==> src/rtl/lowspeed_arbiter.sv <==
// lowspeed_arbiter: shares one byte-stream command core between two
// requesters (A and B). A requester owns the core from its first command
// byte until the core's response has drained back to it.
//
// Ports
//   clock, reset            posedge clock, synchronous active-low reset
//   a_read_* / b_read_*     requester command bytes in (valid/ready)
//   a_write_* / b_write_*   response bytes out to requesters (valid/ready)
//   core_read_*             command bytes out to the core
//   core_write_*            response bytes in from the core
//   grant_o                 one-hot owner, [0]=A, [1]=B, 00=none
//   error_orphan_o          sticky: core response seen outside DRAIN
//   error_timeout_o         sticky: watchdog fired (0 in default build)
//
// Optional feature: define LOWSPEED_ARB_TIMEOUT_EN to enable the stall
// watchdog and the PAD state. TIMEOUT_CYCLES only matters in that build.
//
// state | meaning
// ------+---------------------------------------------------------------
// IDLE  | no owner; pick a requester (round-robin on tie)
// CMD   | owner's command bytes forwarded to the core
// PAD   | owner stalled too long; core fed 8'h00 until args are complete
// GUARD | one dead cycle while the core drops read_ready
// DRAIN | core responses routed back to the owner (or discarded after PAD)
module lowspeed_arbiter #(
    parameter logic [15:0] TIMEOUT_CYCLES = 16'd65535
) (
    input  logic       clock,
    input  logic       reset,
    input  logic [7:0] a_read_data_i,
    input  logic       a_read_valid_i,
    output logic       a_read_ready_o,
    output logic [7:0] a_write_data_o,
    output logic       a_write_valid_o,
    input  logic       a_write_ready_i,
    input  logic [7:0] b_read_data_i,
    input  logic       b_read_valid_i,
    output logic       b_read_ready_o,
    output logic [7:0] b_write_data_o,
    output logic       b_write_valid_o,
    input  logic       b_write_ready_i,
    output logic [7:0] core_read_data_o,
    output logic       core_read_valid_o,
    input  logic       core_read_ready_i,
    input  logic [7:0] core_write_data_i,
    input  logic       core_write_valid_i,
    output logic       core_write_ready_o,
    output logic [1:0] grant_o,
    output logic       error_orphan_o,
    output logic       error_timeout_o
);

`ifdef LOWSPEED_ARB_TIMEOUT_EN
    typedef enum logic [2:0] {IDLE, CMD, GUARD, DRAIN, PAD} state_t;
`else
    typedef enum logic [2:0] {IDLE, CMD, GUARD, DRAIN} state_t;
`endif

    state_t     state, state_nx;
    logic       owner, owner_nx;       // 0 = A, 1 = B
    logic       last_b, last_b_nx;     // last completed owner was B
    logic [1:0] args_left, args_nx;
    logic       first_done, first_nx;  // opcode byte already accepted
    logic       err_orphan;
    logic       orphan_set;

    logic [7:0] own_data;
    logic       own_valid;
    logic       own_wready;
    logic [1:0] own_gnt;
    logic       rd_ready;
    logic       wr_valid;
    logic [7:0] wr_data;
    logic       discard;

`ifdef LOWSPEED_ARB_TIMEOUT_EN
    logic [15:0] wd_cnt, wd_nx;
    logic        timed_out, to_nx;
    logic        to_fire;
    logic        err_timeout;
`else
    // Zero would make the watchdog meaningless; nothing to build here.
    if (TIMEOUT_CYCLES == 16'd0) begin : g_timeout_unused
    end
`endif

    assign own_data   = owner ? b_read_data_i   : a_read_data_i;
    assign own_valid  = owner ? b_read_valid_i  : a_read_valid_i;
    assign own_wready = owner ? b_write_ready_i : a_write_ready_i;
    assign own_gnt    = owner ? 2'b10 : 2'b01;

    always_comb begin
        state_nx           = state;
        owner_nx           = owner;
        last_b_nx          = last_b;
        args_nx            = args_left;
        first_nx           = first_done;
        rd_ready           = 1'b0;
        wr_valid           = 1'b0;
        wr_data            = 8'h00;
        grant_o            = 2'b00;
        core_read_data_o   = 8'h00;
        core_read_valid_o  = 1'b0;
        // Outside DRAIN any core response is sunk; ready only echoes valid
        // so the port stays low when nothing is offered.
        core_write_ready_o = core_write_valid_i;
`ifdef LOWSPEED_ARB_TIMEOUT_EN
        wd_nx   = wd_cnt;
        to_nx   = timed_out;
        to_fire = 1'b0;
`endif
        case (state)
            IDLE: begin
                args_nx  = 2'd0;
                first_nx = 1'b0;
`ifdef LOWSPEED_ARB_TIMEOUT_EN
                wd_nx = 16'd0;
                to_nx = 1'b0;
`endif
                if (a_read_valid_i && (!b_read_valid_i || last_b)) begin
                    owner_nx = 1'b0;
                    state_nx = CMD;
                end else if (b_read_valid_i) begin
                    owner_nx = 1'b1;
                    state_nx = CMD;
                end
            end
            CMD: begin
                grant_o           = own_gnt;
                core_read_data_o  = own_data;
                core_read_valid_o = own_valid;
                rd_ready          = core_read_ready_i;
                if (!first_done) begin
                    if (own_valid && core_read_ready_i) begin
                        first_nx = 1'b1;
                        args_nx  = own_data[7:6];
                        if (own_data[7:6] == 2'd0)
                            state_nx = GUARD;
                    end else if (!own_valid) begin
                        // Requester withdrew before committing anything.
                        state_nx = IDLE;
                    end
                end else begin
                    if (own_valid && core_read_ready_i) begin
                        if (args_left == 2'd1)
                            state_nx = GUARD;
                        else
                            args_nx = args_left - 2'd1;
                    end
`ifdef LOWSPEED_ARB_TIMEOUT_EN
                    if (own_valid) begin
                        wd_nx = 16'd0;
                    end else begin
                        wd_nx = wd_cnt + 16'd1;
                        if (wd_nx == TIMEOUT_CYCLES) begin
                            to_fire  = 1'b1;
                            to_nx    = 1'b1;
                            rd_ready = 1'b0;
                            state_nx = PAD;
                        end
                    end
`endif
                end
            end
`ifdef LOWSPEED_ARB_TIMEOUT_EN
            PAD: begin
                grant_o           = own_gnt;
                core_read_valid_o = 1'b1;
                if (core_read_ready_i) begin
                    if (args_left == 2'd1)
                        state_nx = GUARD;
                    else
                        args_nx = args_left - 2'd1;
                end
            end
`endif
            GUARD: begin
                grant_o  = own_gnt;
                state_nx = DRAIN;
            end
            DRAIN: begin
                grant_o = own_gnt;
                if (discard) begin
                    core_write_ready_o = 1'b1;
                end else begin
                    wr_valid           = core_write_valid_i;
                    wr_data            = core_write_data_i;
                    core_write_ready_o = own_wready;
                end
                if (core_read_ready_i && !core_write_valid_i) begin
                    state_nx  = IDLE;
                    last_b_nx = owner;
                end
            end
            default: state_nx = IDLE;
        endcase
    end

    assign orphan_set = core_write_valid_i && (state != DRAIN);

    always_ff @(posedge clock) begin
        if (!reset) begin
            state      <= IDLE;
            owner      <= 1'b0;
            last_b     <= 1'b1;
            args_left  <= 2'd0;
            first_done <= 1'b0;
            err_orphan <= 1'b0;
`ifdef LOWSPEED_ARB_TIMEOUT_EN
            wd_cnt      <= 16'd0;
            timed_out   <= 1'b0;
            err_timeout <= 1'b0;
`endif
        end else begin
            state      <= state_nx;
            owner      <= owner_nx;
            last_b     <= last_b_nx;
            args_left  <= args_nx;
            first_done <= first_nx;
            err_orphan <= err_orphan | orphan_set;
`ifdef LOWSPEED_ARB_TIMEOUT_EN
            wd_cnt      <= wd_nx;
            timed_out   <= to_nx;
            err_timeout <= err_timeout | to_fire;
`endif
        end
    end

`ifdef LOWSPEED_ARB_TIMEOUT_EN
    assign discard         = timed_out;
    assign error_timeout_o = err_timeout;
`else
    assign discard         = 1'b0;
    assign error_timeout_o = 1'b0;
`endif

    assign a_read_ready_o  = rd_ready & ~owner;
    assign b_read_ready_o  = rd_ready & owner;
    assign a_write_valid_o = wr_valid & ~owner;
    assign b_write_valid_o = wr_valid & owner;
    assign a_write_data_o  = owner ? 8'h00 : wr_data;
    assign b_write_data_o  = owner ? wr_data : 8'h00;
    assign error_orphan_o  = err_orphan;

endmodule
==> config.mk <==
export PLATFORM = sky130hd
export DESIGN_NAME = lowspeed_arbiter
export DESIGN_NICKNAME = d
export VERILOG_FILES = /design/src/rtl/lowspeed_arbiter.sv
export SDC_FILE = /design/constraint.sdc
export NUM_CORES = 1
export LEC_CHECK = 0
export ABC_AREA = 1
export CAP_MARGIN = 0
export CORE_ASPECT_RATIO = 0.5
export CORE_MARGIN = 3
export CORE_UTILIZATION = 25
export DETAILED_ROUTE_END_ITERATION = 7
export GPL_TIMING_DRIVEN = 0
export PLACE_DENSITY = 0.73
export SYNTH_ARGS = -nofsm -noshare
export SYNTH_HDL_FRONTEND = slang
export SYNTH_SLANG_ARGS = --single-unit
==> constraint.sdc <==
create_clock -name clock -period 2.3 [get_ports clock]
set_clock_uncertainty 0.1 [all_clocks]
set_input_delay 0.345 -clock clock [delete_from_list [all_inputs] [get_ports clock]]
set_output_delay 0.345 -clock clock [all_outputs]
set_load 0.005 [all_outputs]
==> results by group, run 1 <==
Worst setup path
  – Worst reg2reg path depth: 8
  – Reg2reg end: state[1]$_SDFFE_PN0P_
  – Crit Reg-Reg Startpoint: state[0]$_SDFFE_PN0P_
  – Slowest-stage cell, CP: clkdlybuf4s50_1
  – Slowest cell delay on critical path: between 0.5 and 0.6 ns
  – Worst setup path category: flip-flop to output port
  – CP Max Fanout: 10
  – Setup crit start kind: flip-flop
  – Worst EP required: 1.86 ns
  – Crit path DAT: 1.75 ns
  – Worst path cell trace: inv_2 -> buf_2 -> buf_6 -> nor3_1 -> clkdlybuf4s50_1
  – R2R Setup Slk: 1.01 ns
  – CP endpoint kind: output port
  – Top delay family on crit path: buffers and inverters
  – Buf/Inv on CP: 4

STA
  – Max Slew Vio Count: 0
  – Max Freq: 0.4553 GHz
  – Final Cycle Share: about 95%
  – WHS: 0.3515 ns
  – RSZ-0062 raised after global routing: no
  – Final TNS setup: 0 ns
  – Final setup fails: 0
  – Setup ws final: 0.1038 ns
  – Final hold vios: 0
  – Minimum clock period: 2.196 ns

CTS
  – # hold bufs at CTS: 0
  – CTS root buf: clkbuf_8
  – Reg clk slew, reported paths: roughly 0.040 ns
  – CTS tree: done
  – Post-CTS Resized: 1
  – Post-CTS setup buffers: 0
  – CTS Buf Count: 3
  – Clk sinks: 8
  – Clock Tree Buf Depth: 2
  – Htree depth: 1
  – Worst-Skew Late Latency: between 0.2 and 0.25 ns

Cells and area
  – Share of cells above drive strength 1: 8.451%
  – Fin area: 1545 µm²
  – # diodes: 0
  – Fill cells: between 200 and 300
  – Final Net Count: 248
  – Utilization after layout: 54.60%
  – Register area: between 150 and 200 µm²
  – Finished Layout Cells: 250
  – Area occupied by multi-input gates: 494.2 µm²
  – Area grow syn2layout: 91.77%

GRT
  – Total track usage: between 15 and 20%
  – First-pass GRT wire length: between 4 and 5 mm
  – Vias in the first global route: 1048
  – Overflow after GRT: 0
  – Largest net degree at the start of global routing: 11
  – Initial antenna violation count: 0

Die
  – Area of the core: 2830 µm²
  – IO Pins: 66
  – Die span in x: 86.29 µm
  – Initial core utilization: 28.47%
  – Die extent in y: 46.15 µm
  – Die area: 3982 µm²
  – Row count: 13

Synth
  – Post-synthesis sequential area ratio: 19.88%
  – Yosys warning count: 0
  – Compound-Gate Fraction of Synth Area: ~17%
  – Cell taking the most area after synthesis: dfxtp_1
  – Post-synthesis simple-gate area fraction: between 40 and 50%
  – Cell variety after synth: 25
  – Seq cells post-synth: 8
  – Post-synth EDFFs: 0
  – Top post-synthesis cells by count: nand2_1 (40), inv_1 (25), nor3_1 (21)
  – Mux cell area share after synthesis: 0%
  – Largest family of logic cells by synthesized area: simple AND/OR/NAND/NOR gates
  – Adder-Cell Fraction of Synth Area: 1.553%
  – Ys flop type: dfxtp_1
  – Leading cell type by number of instances after synthesis: nand2_1
  – Syn nets: 179
  – XOR/XNOR Fraction of Synth Area: 0%
  – Synth top area share: 19.88%
  – Top area cells in the synthesized netlist: dfxtp_1 (20%), nand2_1 (19%), nor3_1 (13%)
  – Syn Inst Count: 146
  – Post-Synthesis Cell Area: 805.8 µm²
  – Avg Cell Area, Syn: 5.519 µm²
  – Async set-reset flop share out of synthesis: 0%

Min path
  – HP Start: error_orphan_o$_SDFF_PN0_
  – Worst min path class: flip-flop to flip-flop
  – Min-Delay Endpoint: error_orphan_o$_SDFF_PN0_
  – Hold depth: 2

Placed design
  – DP HPWL: around 2.4 mm
  – Buffers on Ports: 64
  – Placed inst area: around 1500 µm²
  – Pre-CTS WS: approximately 0.039 ns
  – Final Wtd Congestion: 0.8725
  – Placed Cells: 247

Power
  – Pwr Density: 407.9 nW/µm²
  – VDD IR max: 0.2237 mV
  – LEAKAGE: between 0.7 and 0.8 nW
  – Total power: 630.3 µW

Detailed routing
  – First drt pass iteration count: 4
  – Initial drt markers: 56
  – WL/cell: approximately 12 µm
  – Final WL: 2.955 mm
  – Antenna Nets Post-Route: 0
  – Vias: 1144
  – Vias per cell: 4.576
  – Remaining DRCs: 0

Outcome
  – Status: completed

Job
  – Max-cap violations: 0
## final cells by class
type                    count  area share, %
clock buffers               3          2.672
repair buffers             64          42.11
well taps                  37          2.996
flip-flops and latches      8          10.45
plain buffers               8          3.482
inverters                  26          6.316
multi-input cells         104          31.98
## report_power, final
| group | internal, mW | switching (mW) |
|---|---|---|
| sequential | 0.153 | 0.0128 |
| clock | 0.114 | 0.0600 |
| combinational | 0.151 | 0.140 |
| total | 0.418 | 0.212 |
## cells in the final DEF, fill, tap and decap left out, drive strengths merged
cell type and count:
or2 1, nor3 21, nand3 4, nand2 42, a211oi 1, nand4 1, inv 26, o311ai 1
a21oi 14, clkbuf 4, o22ai 1, dfxtp 8, nor2 8, buf 7, conb 1, o21ai 7
ha 1, a31oi 1, dlymetal6s2s 4, clkdlybuf4s50 60
## state kept, by name, indices dropped and copies added (netlist names)
name,count
first_done,1
args_left,2
state,2
owner,1
last_b,1
error_orphan_o,1
## how the worst max path moves through the flow
stage / from / end / cells past startpoint
floorplan: owner$_SDFFE_PN0P_ / b_read_ready_o / 4
global placement: core_read_ready_i / b_read_ready_o / 4
detailed placement: core_read_ready_i / b_read_ready_o / 4
CTS: owner$_SDFFE_PN0P_ / b_read_ready_o / 5
global route: state[0]$_SDFFE_PN0P_ / a_write_data_o[5] / 4
finish: owner$_SDFFE_PN0P_ / b_write_data_o[3] / 5
## tightest hold or removal path, stage by stage (launching register included)
cell and delay, ns:
dfxtp_1 0.30, inv_1 0.05, a21oi_1 0.05
## metal layers
metal | track usage, % | wire length (µm)
met5 | 0 | 0
met4 | 4.658 | 38
met3 | 3.393 | 169
met2 | 28.02 | 1461
met1 | 18.85 | 1286
## logic make-up after synthesis
| kind of cell | after synthesis |
|---|---|
| AO/OA/AOI/OAI | 25 |
| flip-flops | 8 |
| buffers and inverters | 34 |
| AND/OR/NAND/NOR | 77 |
| other | 1 |
| adder cells (fa/ha/maj) | 1 |
No activity file was read; power rests on OpenSTA's default activity.
==> run 2: changes to the inputs <==
--- a/config.mk
+++ b/config.mk
@@ -10,6 +10,7 @@
 export CORE_ASPECT_RATIO = 0.5
 export CORE_MARGIN = 3
 export CORE_UTILIZATION = 25
+export CTS_BUF_LIST = sky130_fd_sc_hd__clkbuf_8 sky130_fd_sc_hd__clkbuf_16
 export DETAILED_ROUTE_END_ITERATION = 7
 export GPL_TIMING_DRIVEN = 0
 export PLACE_DENSITY = 0.73
==> results of run 2 <==
No change in the layout: final DEF, timing and power equal those of run 1.
==> run 3: changes to the inputs <==
--- a/config.mk
+++ b/config.mk
@@ -7,13 +7,12 @@
 export LEC_CHECK = 0
 export ABC_AREA = 1
 export CAP_MARGIN = 0
-export CORE_ASPECT_RATIO = 0.5
 export CORE_MARGIN = 3
-export CORE_UTILIZATION = 25
+export CORE_UTILIZATION = 35
 export CTS_BUF_LIST = sky130_fd_sc_hd__clkbuf_8 sky130_fd_sc_hd__clkbuf_16
 export DETAILED_ROUTE_END_ITERATION = 7
 export GPL_TIMING_DRIVEN = 0
-export PLACE_DENSITY = 0.73
+export PLACE_DENSITY = 0.94
 export SYNTH_ARGS = -nofsm -noshare
 export SYNTH_HDL_FRONTEND = slang
 export SYNTH_SLANG_ARGS = --single-unit
==> run 3 against run 2 <==
Effect of this change: total power down 0.24%; core utilization up 19 points; highest routed layer unchanged; combinational power up 2%; via count up 5.5%; critical path depth unchanged; critical path type unchanged.
==> results by group, run 3 (synthesis results as in run 1) <==
CTS
  – Htree depth: 1
  – CTS tree: done
  – CTS Buf Count: 3
  – Post-CTS setup buffers: 0
  – Worst-Skew Late Latency: 0.22 ns
  – Clock Tree Buf Depth: 2
  – Clk sinks: 8
  – # hold bufs at CTS: 0
  – Reg clk slew, reported paths: ~0.04 ns
  – CTS root buf: clkbuf_8
  – Post-CTS Resized: 0

Detailed routing
  – WL/cell: 13.25 µm
  – Final WL: 3.181 mm
  – WL met1: between 1 and 1.5 mm
  – First drt pass iteration count: 4
  – Vias: about 1200
  – DR top layer: met4
  – DR WL met2: between 1.5 and 2 mm
  – Antenna Nets Post-Route: 0
  – Initial drt markers: 38
  – Vias per cell: 5.029
  – DR WL met3: roughly 320 µm
  – Remaining DRCs: 0

Worst setup path
  – R2R Setup Slk: 0.91 ns
  – CP Max Fanout: 10
  – Worst setup path category: flip-flop to output port
  – Crit path DAT: ~1.8 ns
  – CP endpoint kind: output port
  – Worst reg2reg path depth: 7
  – Worst EP required: 1.86 ns
  – Setup crit start kind: flip-flop
  – Crit Reg-Reg Startpoint: args_left[1]$_SDFFE_PN0P_
  – Reg2reg end: args_left[1]$_SDFFE_PN0P_

Cells and area
  – # diodes: 0
  – Finished Layout Cells: 240
  – Share of cells above drive strength 1: 8.451%
  – Area grow syn2layout: 88.98%
  – Commonest non-fill, non-tap cells in the layout: clkdlybuf4s50_1 (64), nand2_1 (40), inv_1 (25)
  – Commonest non-fill, non-tap cell in the layout: clkdlybuf4s50_1
  – Utilization after layout: 73.85%
  – Top flop regs: args_left: 2 flops, state: 2 flops
  – Final Net Count: 248

Die
  – Initial core utilization: 39.08%
  – Die span in x: around 54 µm
  – IO Pins: 66
  – Area of the core: 2062 µm²
  – Die area: around 2900 µm²
  – Row count: 16
  – Die extent in y: ~54 µm

Power
  – Pwr Density: 412.9 nW/µm²
  – Total power: ~630 µW
  – VDD IR max: ~0.49 mV
  – Combinational Power Share: 47.2%
  – Switch Pwr: 211.1 µW
  – Switching Share: about a third
  – LEAKAGE: 0.6735 nW
  – Power share of the clock group: 26.3%
  – Reg power frac: around a quarter
  – Int Pwr: 417.7 µW

Outcome
  – Status: completed

GRT
  – Overflow after GRT: 0
  – Vias in the first global route: 1173
  – First-pass GRT wire length: 4.892 mm
  – Largest net degree at the start of global routing: 11
  – Initial antenna violation count: 0
  – Total track usage: a little under a quarter

Min path
  – Worst min path class: flip-flop to flip-flop
  – Min-Delay Endpoint: error_orphan_o$_SDFF_PN0_
  – Hold depth: 2
  – HP Start: error_orphan_o$_SDFF_PN0_

Placed design
  – Final Wtd Congestion: 0.9064
  – DP HPWL: between 2 and 3 mm
  – Buffers on Ports: 64
  – Placed Cells: 237

Job
  – Max-cap violations: 0

STA
  – Final hold vios: 0
  – Final Cycle Share: 96.37%
  – WHS: 0.3482 ns
  – Final setup fails: 0
  – RSZ-0062 raised after global routing: no
  – Minimum clock period: 2.217 ns
  – Final TNS setup: 0 ns
  – Max Freq: about 0.45 GHz
  – Max Slew Vio Count: 0
run 3: changes by cell type in the layout (fill, tap and decap cells not counted), sizes merged:
cell and delta:
clkdlybuf4s50 +4, dlymetal6s2s -4
run 3: layout make-up:
cell class,instances,area [µm²]
multi-input combinational,104,494.2
tap,27,33.78
sequential,8,161.4
fill,179,539.3
inverter,26,97.59
clock buffer,3,41.29
buffer,8,53.80
timing repair buffer,64,640.6
run 3: worst max-delay path by stage:
stage | from | to | slack [ns] | depth (start not counted)
final | owner$_SDFFE_PN0P_ | b_write_data_o[1] | 0.08 | 5
after global routing | state[0]$_SDFFE_PN0P_ | a_write_data_o[3] | 0.005 | 4
after CTS | owner$_SDFFE_PN0P_ | b_write_data_o[6] | 0.03 | 5
after detailed placement | core_read_ready_i | b_read_ready_o | 0.11 | 4
after global placement | core_read_ready_i | a_read_ready_o | 0.14 | 4
after floorplan | owner$_SDFFE_PN0P_ | b_read_ready_o | 0.90 | 4
run 3: critical path, cell delays in order, from the launching register on:
cell             delay (ns)
dfxtp_2                0.37
inv_2                  0.07
buf_2                  0.19
buf_6                  0.16
nor3_1                 0.22
clkdlybuf4s50_1        0.54
run 3: stage by stage:
step | setup slack, ns | cell area [µm²]
floorplan | 0.8956 | 805.8
global placement | 0.1391 | 1480
detailed placement | 0.1107 | 1480
CTS | 0.02751 | 1521
global route | 0.004657 | 1523
finish | 0.08348 | 1523
run 3: routing by layer:
layer  track usage, %  vias to the layer above
met5                0                        -
met4            6.224                        0
met3            6.648                        6
met2            44.56                       71
met1            22.48                      533
li1                 -                      597
run 3: power groups by stage:
stage	combinational [mW]	sequential [mW]	clock (mW)
after CTS	0.295	0.165	0.169
after global routing	0.323	0.168	0.175
after floorplan	0.145	0.165	0
after detailed placement	0.291	0.167	0
after global placement	0.280	0.167	0
final	0.297	0.166	0.165
